File: config.mk
export PLATFORM = sky130hd
export DESIGN_NAME = seg7_scan_decoder
export DESIGN_NICKNAME = d
export VERILOG_FILES = /design/src/rtl/seg7_scan_decoder.sv
export SDC_FILE = /design/constraint.sdc
export NUM_CORES = 1
export LEC_CHECK = 0
export ABC_AREA = 1
export ABC_CLOCK_PERIOD_IN_PS = 2300
export CAP_MARGIN = 20
export CORE_UTILIZATION = 40
export DETAILED_ROUTE_END_ITERATION = 6
export PLACE_DENSITY_LB_ADDON = 0.05
export SYNTH_ARGS = -nofsm -noshare
export SYNTH_HDL_FRONTEND = slang
export SYNTH_SLANG_ARGS = --single-unit
export TNS_END_PERCENT = 30
File: constraint.sdc
create_clock -name clk -period 2.3 [get_ports clk]
set_input_delay 0.69 -clock clk [delete_from_list [all_inputs] [get_ports clk]]
set_output_delay 0.69 -clock clk [all_outputs]
set_load 0.01 [all_outputs]
File: src/rtl/seg7_scan_decoder.sv
// seg7_scan_decoder: receive-side monitor for a 4-digit multiplexed,
// active-low seven-segment display. It registers the anode/segment pins,
// qualifies each digit dwell by stability and decodes the pattern back to a
// hex nibble. Once all four digits have been captured, it publishes them as a
// 16-bit frame.
// Optional build macro: SEG7_CHANGE_ONLY_EN. When defined, a completed frame
// is published only if it differs from the frame currently held.
module seg7_scan_decoder #(
    parameter int unsigned STABLE_CYCLES  = 4,
    parameter int unsigned TIMEOUT_CYCLES = 1024
) (
    input  logic        clk,
    input  logic        rst_n,
    input  logic [3:0]  AN,
    input  logic [6:0]  segs,
    output logic [15:0] value,
    output logic [3:0]  blank_mask,
    output logic [3:0]  invalid_mask,
    output logic        frame_valid,
    output logic        multi_an_err,
    output logic        timeout
);

    localparam logic [7:0]  STABLE_L  = 8'(STABLE_CYCLES);
    localparam logic [15:0] TIMEOUT_L = 16'(TIMEOUT_CYCLES);

    typedef enum logic [0:0] {ST_WAIT = 1'b0, ST_HELD = 1'b1} state_t;

    // Decode an active-low segment pattern to {blank, invalid, nibble}.
    // Blank and unknown patterns both decode to nibble 0.
    function automatic logic [5:0] seg_decode(input logic [6:0] segs_n);
        logic [6:0] lit;
        lit = ~segs_n;
        case (lit)
            7'h00:   seg_decode = {1'b1, 1'b0, 4'h0};
            7'h3F:   seg_decode = {1'b0, 1'b0, 4'h0};
            7'h06:   seg_decode = {1'b0, 1'b0, 4'h1};
            7'h5B:   seg_decode = {1'b0, 1'b0, 4'h2};
            7'h4F:   seg_decode = {1'b0, 1'b0, 4'h3};
            7'h66:   seg_decode = {1'b0, 1'b0, 4'h4};
            7'h6D:   seg_decode = {1'b0, 1'b0, 4'h5};
            7'h7D:   seg_decode = {1'b0, 1'b0, 4'h6};
            7'h07:   seg_decode = {1'b0, 1'b0, 4'h7};
            7'h7F:   seg_decode = {1'b0, 1'b0, 4'h8};
            7'h6F:   seg_decode = {1'b0, 1'b0, 4'h9};
            7'h77:   seg_decode = {1'b0, 1'b0, 4'hA};
            7'h7C:   seg_decode = {1'b0, 1'b0, 4'hB};
            7'h39:   seg_decode = {1'b0, 1'b0, 4'hC};
            7'h5E:   seg_decode = {1'b0, 1'b0, 4'hD};
            7'h79:   seg_decode = {1'b0, 1'b0, 4'hE};
            7'h71:   seg_decode = {1'b0, 1'b0, 4'hF};
            default: seg_decode = {1'b0, 1'b1, 4'h0};
        endcase
    endfunction

    logic [3:0]  an_q, an_prev_q;
    logic [6:0]  segs_q, segs_prev_q;
    logic [7:0]  run_q, run_d;
    state_t      state_q, state_d;
    logic [3:0]  mask_q, mask_d;
    logic [15:0] tmo_q, tmo_d;
    logic [15:0] dig_nib_q, dig_nib_d;
    logic [3:0]  dig_blank_q, dig_blank_d;
    logic [3:0]  dig_inv_q, dig_inv_d;
    logic [15:0] value_q, value_d;
    logic [3:0]  blank_mask_q, blank_mask_d;
    logic [3:0]  invalid_mask_q, invalid_mask_d;
    logic        frame_valid_q, frame_valid_d;
    logic        multi_an_err_q, multi_an_err_d;
    logic        timeout_q, timeout_d;

    logic        sample_chg_s, qualify_s, single_s, multi_s, capture_s;
    logic        tmo_active_s, tmo_fire_s, complete_s, publish_s;
    logic [1:0]  idx_s;
    logic [5:0]  dec_s;
    logic [3:0]  mask_base_s;
    logic [15:0] tmo_inc_s;

    // Next-state logic: run counter, dwell FSM, capture, frame assembly, timeout.
    always_comb begin
        sample_chg_s = (an_q != an_prev_q) || (segs_q != segs_prev_q);

        if (sample_chg_s) begin
            run_d = 8'd1;
        end else if (run_q >= STABLE_L) begin
            run_d = run_q;
        end else begin
            run_d = run_q + 8'd1;
        end

        // A dwell is qualified on the cycle its run counter reaches the
        // threshold, and only once: HELD ignores it until the sample changes.
        qualify_s = 1'b0;
        state_d   = state_q;
        case (state_q)
            ST_WAIT: begin
                if (run_d == STABLE_L) begin
                    qualify_s = 1'b1;
                    state_d   = ST_HELD;
                end else begin
                    state_d   = ST_WAIT;
                end
            end
            ST_HELD: begin
                if (sample_chg_s) begin
                    state_d = ST_WAIT;
                end else begin
                    state_d = ST_HELD;
                end
            end
            default: state_d = ST_WAIT;
        endcase

        single_s = 1'b1;
        idx_s    = 2'd0;
        case (an_q)
            4'b1110: idx_s = 2'd0;
            4'b1101: idx_s = 2'd1;
            4'b1011: idx_s = 2'd2;
            4'b0111: idx_s = 2'd3;
            default: single_s = 1'b0;
        endcase
        multi_s   = !single_s && (an_q != 4'b1111);
        capture_s = qualify_s && single_s;
        dec_s     = seg_decode(segs_q);

        tmo_inc_s    = tmo_q + 16'd1;
        tmo_active_s = (mask_q != 4'b0000) && (mask_q != 4'b1111);
        tmo_fire_s   = tmo_active_s && (tmo_inc_s == TIMEOUT_L);
        complete_s   = (mask_q == 4'b1111);

`ifdef SEG7_CHANGE_ONLY_EN
        publish_s = complete_s &&
                    ({dig_nib_q, dig_blank_q, dig_inv_q} !=
                     {value_q, blank_mask_q, invalid_mask_q});
`else
        publish_s = complete_s;
`endif

        value_d        = value_q;
        blank_mask_d   = blank_mask_q;
        invalid_mask_d = invalid_mask_q;
        frame_valid_d  = 1'b0;
        timeout_d      = 1'b0;
        multi_an_err_d = qualify_s && multi_s;

        if (publish_s) begin
            value_d        = dig_nib_q;
            blank_mask_d   = dig_blank_q;
            invalid_mask_d = dig_inv_q;
            frame_valid_d  = 1'b1;
        end else begin
            frame_valid_d  = 1'b0;
        end

        if (complete_s || tmo_fire_s) begin
            mask_base_s = 4'b0000;
            timeout_d   = tmo_fire_s;
        end else begin
            mask_base_s = mask_q;
        end

        // A capture coinciding with a timeout is dropped.
        dig_nib_d   = dig_nib_q;
        dig_blank_d = dig_blank_q;
        dig_inv_d   = dig_inv_q;
        if (capture_s && !tmo_fire_s) begin
            dig_nib_d[{idx_s, 2'b00} +: 4] = dec_s[3:0];
            dig_blank_d[idx_s]             = dec_s[5];
            dig_inv_d[idx_s]               = dec_s[4];
            mask_d = mask_base_s | (4'b0001 << idx_s);
        end else begin
            mask_d = mask_base_s;
        end

        if (tmo_active_s && !tmo_fire_s) begin
            tmo_d = tmo_inc_s;
        end else begin
            tmo_d = 16'd0;
        end
    end

    // State and output registers with asynchronous active-low reset.
    always_ff @(posedge clk or negedge rst_n) begin
        if (!rst_n) begin
            an_q           <= 4'hF;
            segs_q         <= 7'h7F;
            an_prev_q      <= 4'hF;
            segs_prev_q    <= 7'h7F;
            run_q          <= 8'd0;
            state_q        <= ST_WAIT;
            mask_q         <= 4'b0000;
            tmo_q          <= 16'd0;
            dig_nib_q      <= 16'h0000;
            dig_blank_q    <= 4'b0000;
            dig_inv_q      <= 4'b0000;
            value_q        <= 16'h0000;
            blank_mask_q   <= 4'b0000;
            invalid_mask_q <= 4'b0000;
            frame_valid_q  <= 1'b0;
            multi_an_err_q <= 1'b0;
            timeout_q      <= 1'b0;
        end else begin
            an_q           <= AN;
            segs_q         <= segs;
            an_prev_q      <= an_q;
            segs_prev_q    <= segs_q;
            run_q          <= run_d;
            state_q        <= state_d;
            mask_q         <= mask_d;
            tmo_q          <= tmo_d;
            dig_nib_q      <= dig_nib_d;
            dig_blank_q    <= dig_blank_d;
            dig_inv_q      <= dig_inv_d;
            value_q        <= value_d;
            blank_mask_q   <= blank_mask_d;
            invalid_mask_q <= invalid_mask_d;
            frame_valid_q  <= frame_valid_d;
            multi_an_err_q <= multi_an_err_d;
            timeout_q      <= timeout_d;
        end
    end

    assign value        = value_q;
    assign blank_mask   = blank_mask_q;
    assign invalid_mask = invalid_mask_q;
    assign frame_valid  = frame_valid_q;
    assign multi_an_err = multi_an_err_q;
    assign timeout      = timeout_q;

endmodule

==> impl_metrics.sql <==
INSERT INTO impl_metrics (metric_group, metric, value, unit) VALUES
('outcome', 'result_of_the_run', 'complete, no violations', ''),
('floorplanning', 'ios', '40', ''),
('layout', 'post_route_cells_drive_above_1_share', '0.152', ''),
('yosys', 'top_post_synthesis_cells_by_area', 'dfrtp_1 40%, nand2_1 16%, dfstp_2 12%', ''),
('routing', 'detailed_route_drc_error_count', '0', ''),
('yosys', 'synth_seq_cells', '102', ''),
('yosys', 'synth_enable_flop_cells', '0', ''),
('setup_path', 'crit-reg2reg-capture', 'dig_nib_q[1]', ''),
('layout', 'finalCoreUtilization', '0.500', ''),
('layout', 'area.growth.synth_to_final', '20.6', '%'),
('clocking', 'insertion_delay', '0.35', 'ns'),
('global_routing', 'grt_pass1_wl', '17.4', 'mm'),
('global_routing', 'tot_gr_track_use', '0.169', ''),
('clocking', 'cts_max_path_buffers', '2', ''),
('floorplanning', 'die-width', '114', 'um'),
('clocking', 'tritoncts.num_buffers', '9', ''),
('setup_path', 'worst-path-max-fanout', '7', ''),
('setup_path', 'endpoint_kind', 'register', ''),
('power_and_ir_drop', 'worst_case_vdd_ir_drop', '0.000375', 'V'),
('routing', 'vias', '3998', ''),
('placement', 'preCtsSetupSlack', '0.0345', 'ns'),
('setup_path', 'cp_common_cell', 'nand3_2', ''),
('yosys', 'netlist-cell-type-count', '33', ''),
('yosys', 'post_synthesis_sequential_area_ratio', '0.513', ''),
('timing', 'setup_failing_eps_final', '0', ''),
('setup_path', 'rr_startpoint', 'tmo_q[0]', ''),
('layout', 'layoutNonFillerInstCount', '847', ''),
('timing', 'timing.final.crit_share', '0.932', ''),
('routing', 'detail_route.first_pass.iterations', '4', ''),
('yosys', 'synth_top_area_frac', '0.398', ''),
('clocking', 'cts_tree', 'done', ''),
('timing', 'hold_viol_final', '0', ''),
('floorplanning', 'die_area', '13000', 'um2'),
('yosys', 'synth-compound-area-share', '0.0261', ''),
('yosys', 'synth-main-ff-cell', 'dfrtp_1', ''),
('routing', 'post_drt_via_cell_ratio', '4.72', ''),
('yosys', 'yosys.area_share.xor_xnor', '0.0192', ''),
('yosys', 'synth.top_cells.by_count', '218 x nand2_1, 80 x dfrtp_1, 67 x nor2_1', ''),
('placement', 'routabilityCongestion', '0.858', ''),
('layout', 'filler_cells', '1232', ''),
('yosys', 'synth-simple-area-share', '0.347', ''),
('floorplanning', 'die_y', '114', 'um'),
('timing', 'clock.fmax', '466', 'MHz'),
('timing', 'timing.final.ws_setup', '0.156', 'ns'),
('layout', 'final_net_count', '698', ''),
('yosys', 'synth.most_common_cell', 'nand2_1', ''),
('setup_path', 'critical_path_class', 'reg -> reg', ''),
('yosys', 'post_syn_area_per_cell', '8.20', 'um2'),
('timing', 'worst_hold_slack', '0.286', 'ns'),
('timing', 'slew_headroom', '0.697', ''),
('setup_path', 'worstRegToRegCells', '12', ''),
('timing', 'max_slew.worst_pin.slew', '0.454', 'ns'),
('routing', 'routed_wl', '10.3', 'mm'),
('clocking', 'buffer_type_at_the_clock_tree_root', 'clkbuf_16', ''),
('routing', 'antenna_violating_nets_post_route', '0', ''),
('yosys', 'syn-cell-area', '5030', 'um2'),
('setup_path', 'crit_path_arrival_time', '2.42', 'ns'),
('placement', 'io_buffers', '39', ''),
('setup_path', 'setup.reg_to_reg.worst_slack', '0.16', 'ns'),
('timing', 'rsz0062_at_grt', 'yes', ''),
('layout', 'diodes', '0', ''),
('timing', 'final.setup.tns', '0', 'ns'),
('setup_path', 'crit_slowest_cell', 'dfrtp_1', ''),
('setup_path', 'ordered_list_of_cells_on_the_worst_path', 'ha_2 > nand3_2 > nor2_4 > nand3_2 > xor2_2 > nand2_1 > nor2_4 > nand3_2 > buf_4 > nand3_2 > nand2_1 > nand2_1', ''),
('floorplanning', 'rows', '40', ''),
('yosys', 'adder_cell_share_of_the_synthesized_area', '0.0274', ''),
('setup_path', 'critical-path-max-stage-delay', '0.36', 'ns'),
('clocking', 'htree_num_levels', '3', ''),
('power_and_ir_drop', 'power_density', '557', 'nW/um2'),
('floorplanning', 'core_area', '12100', 'um2'),
('yosys', 'synth_top_family_by_area', 'simple AND/OR/NAND/NOR gates', '');
==> area by class of cell <==
cell class                 count  area (um2)  area share
multi-input combinational    429        2160       0.357
inverter                      69         259      0.0427
timing repair buffer          63         591      0.0975
clock buffer                  11         233      0.0384
sequential                   102        2580       0.426
clock inverter                 5        26.3     0.00434
tap                          168         210      0.0347
==> where the power goes <==
part | switching (mW) | internal [mW]
Combinational | 0.112 | 0.0596
Clock | 0.625 | 0.724
Sequential | 0.0237 | 1.83
==> layer usage <==
metal  GRT usage  part of all wire
met1       0.238              0.49
met5           0                 0
met4      0.0701             0.014
met3      0.0286             0.026
met2       0.260              0.47
==> registers in the layout, summed over array words and instances, names as in the netlist, 4 cells and up <==
name and cells:
an_prev_q 4, an_q 4, blank_mask 4, dig_blank_q 4, dig_inv_q 4, dig_nib_q 16
invalid_mask 4, mask_q 4, run_q 8, segs_prev_q 7, segs_q 7, tmo_q 16
value 16
==> cells by family after synthesis <==
kind of cell / Yosys count
DFF: 102
and+or+nand+nor: 385
AOI/OAI and AO/OA: 21
adders and majority gates: 11
xor gates and xnor gates: 11
buffers and inverters: 83
==> worst max-delay path by stage <==
stage	slack, ns	to	startpoint
after detailed placement	0.03	dig_nib_q[10]	tmo_q[0]
after CTS	0.01	dig_nib_q[10]	tmo_q[0]
after floorplan	0.26	dig_nib_q[0]	an_q[3]
final	0.16	dig_nib_q[1]	tmo_q[0]
after global routing	-0.05	dig_nib_q[2]	tmo_q[0]
after global placement	0.09	dig_nib_q[13]	tmo_q[0]
==> critical path: cells and delay by family (launching register included) <==
kind,cells,cell delay (ns)
buffers and inverters,1,0.18
XOR/XNOR,1,0.22
adder cells (fa/ha/maj),1,0.22
AND/OR/NAND/NOR,9,1.11
flip-flops,1,0.36
==> per-stage QoR <==
stage / total power, mW / area, um2
2_1_floorplan: 1.97 / 5030
3_3_place_gp: 2.06 / 5690
3_5_place_dp: 2.06 / 5690
4_1_cts: 3.44 / 5950
5_1_grt: 3.53 / 6060
6_report: 3.37 / 6060
==> cells in the final DEF, fill, tap and decap left out, types with 9 or more instances in the layout <==
cell,instances
nor3_1,11
nand2_1,218
clkbuf_16,9
ha_1,10
nand4_1,34
nor2_1,66
buf_4,22
dfstp_2,22
clkdlybuf4s50_1,38
inv_1,62
nand3_1,24
dfrtp_1,80
nand3_2,12
==> repair_timing <==
item                       CTS  global route
setup endpoints to repair    0            26
resized for setup            0             8
setup buffers                0             8
(Power assumes the default switching activity.)
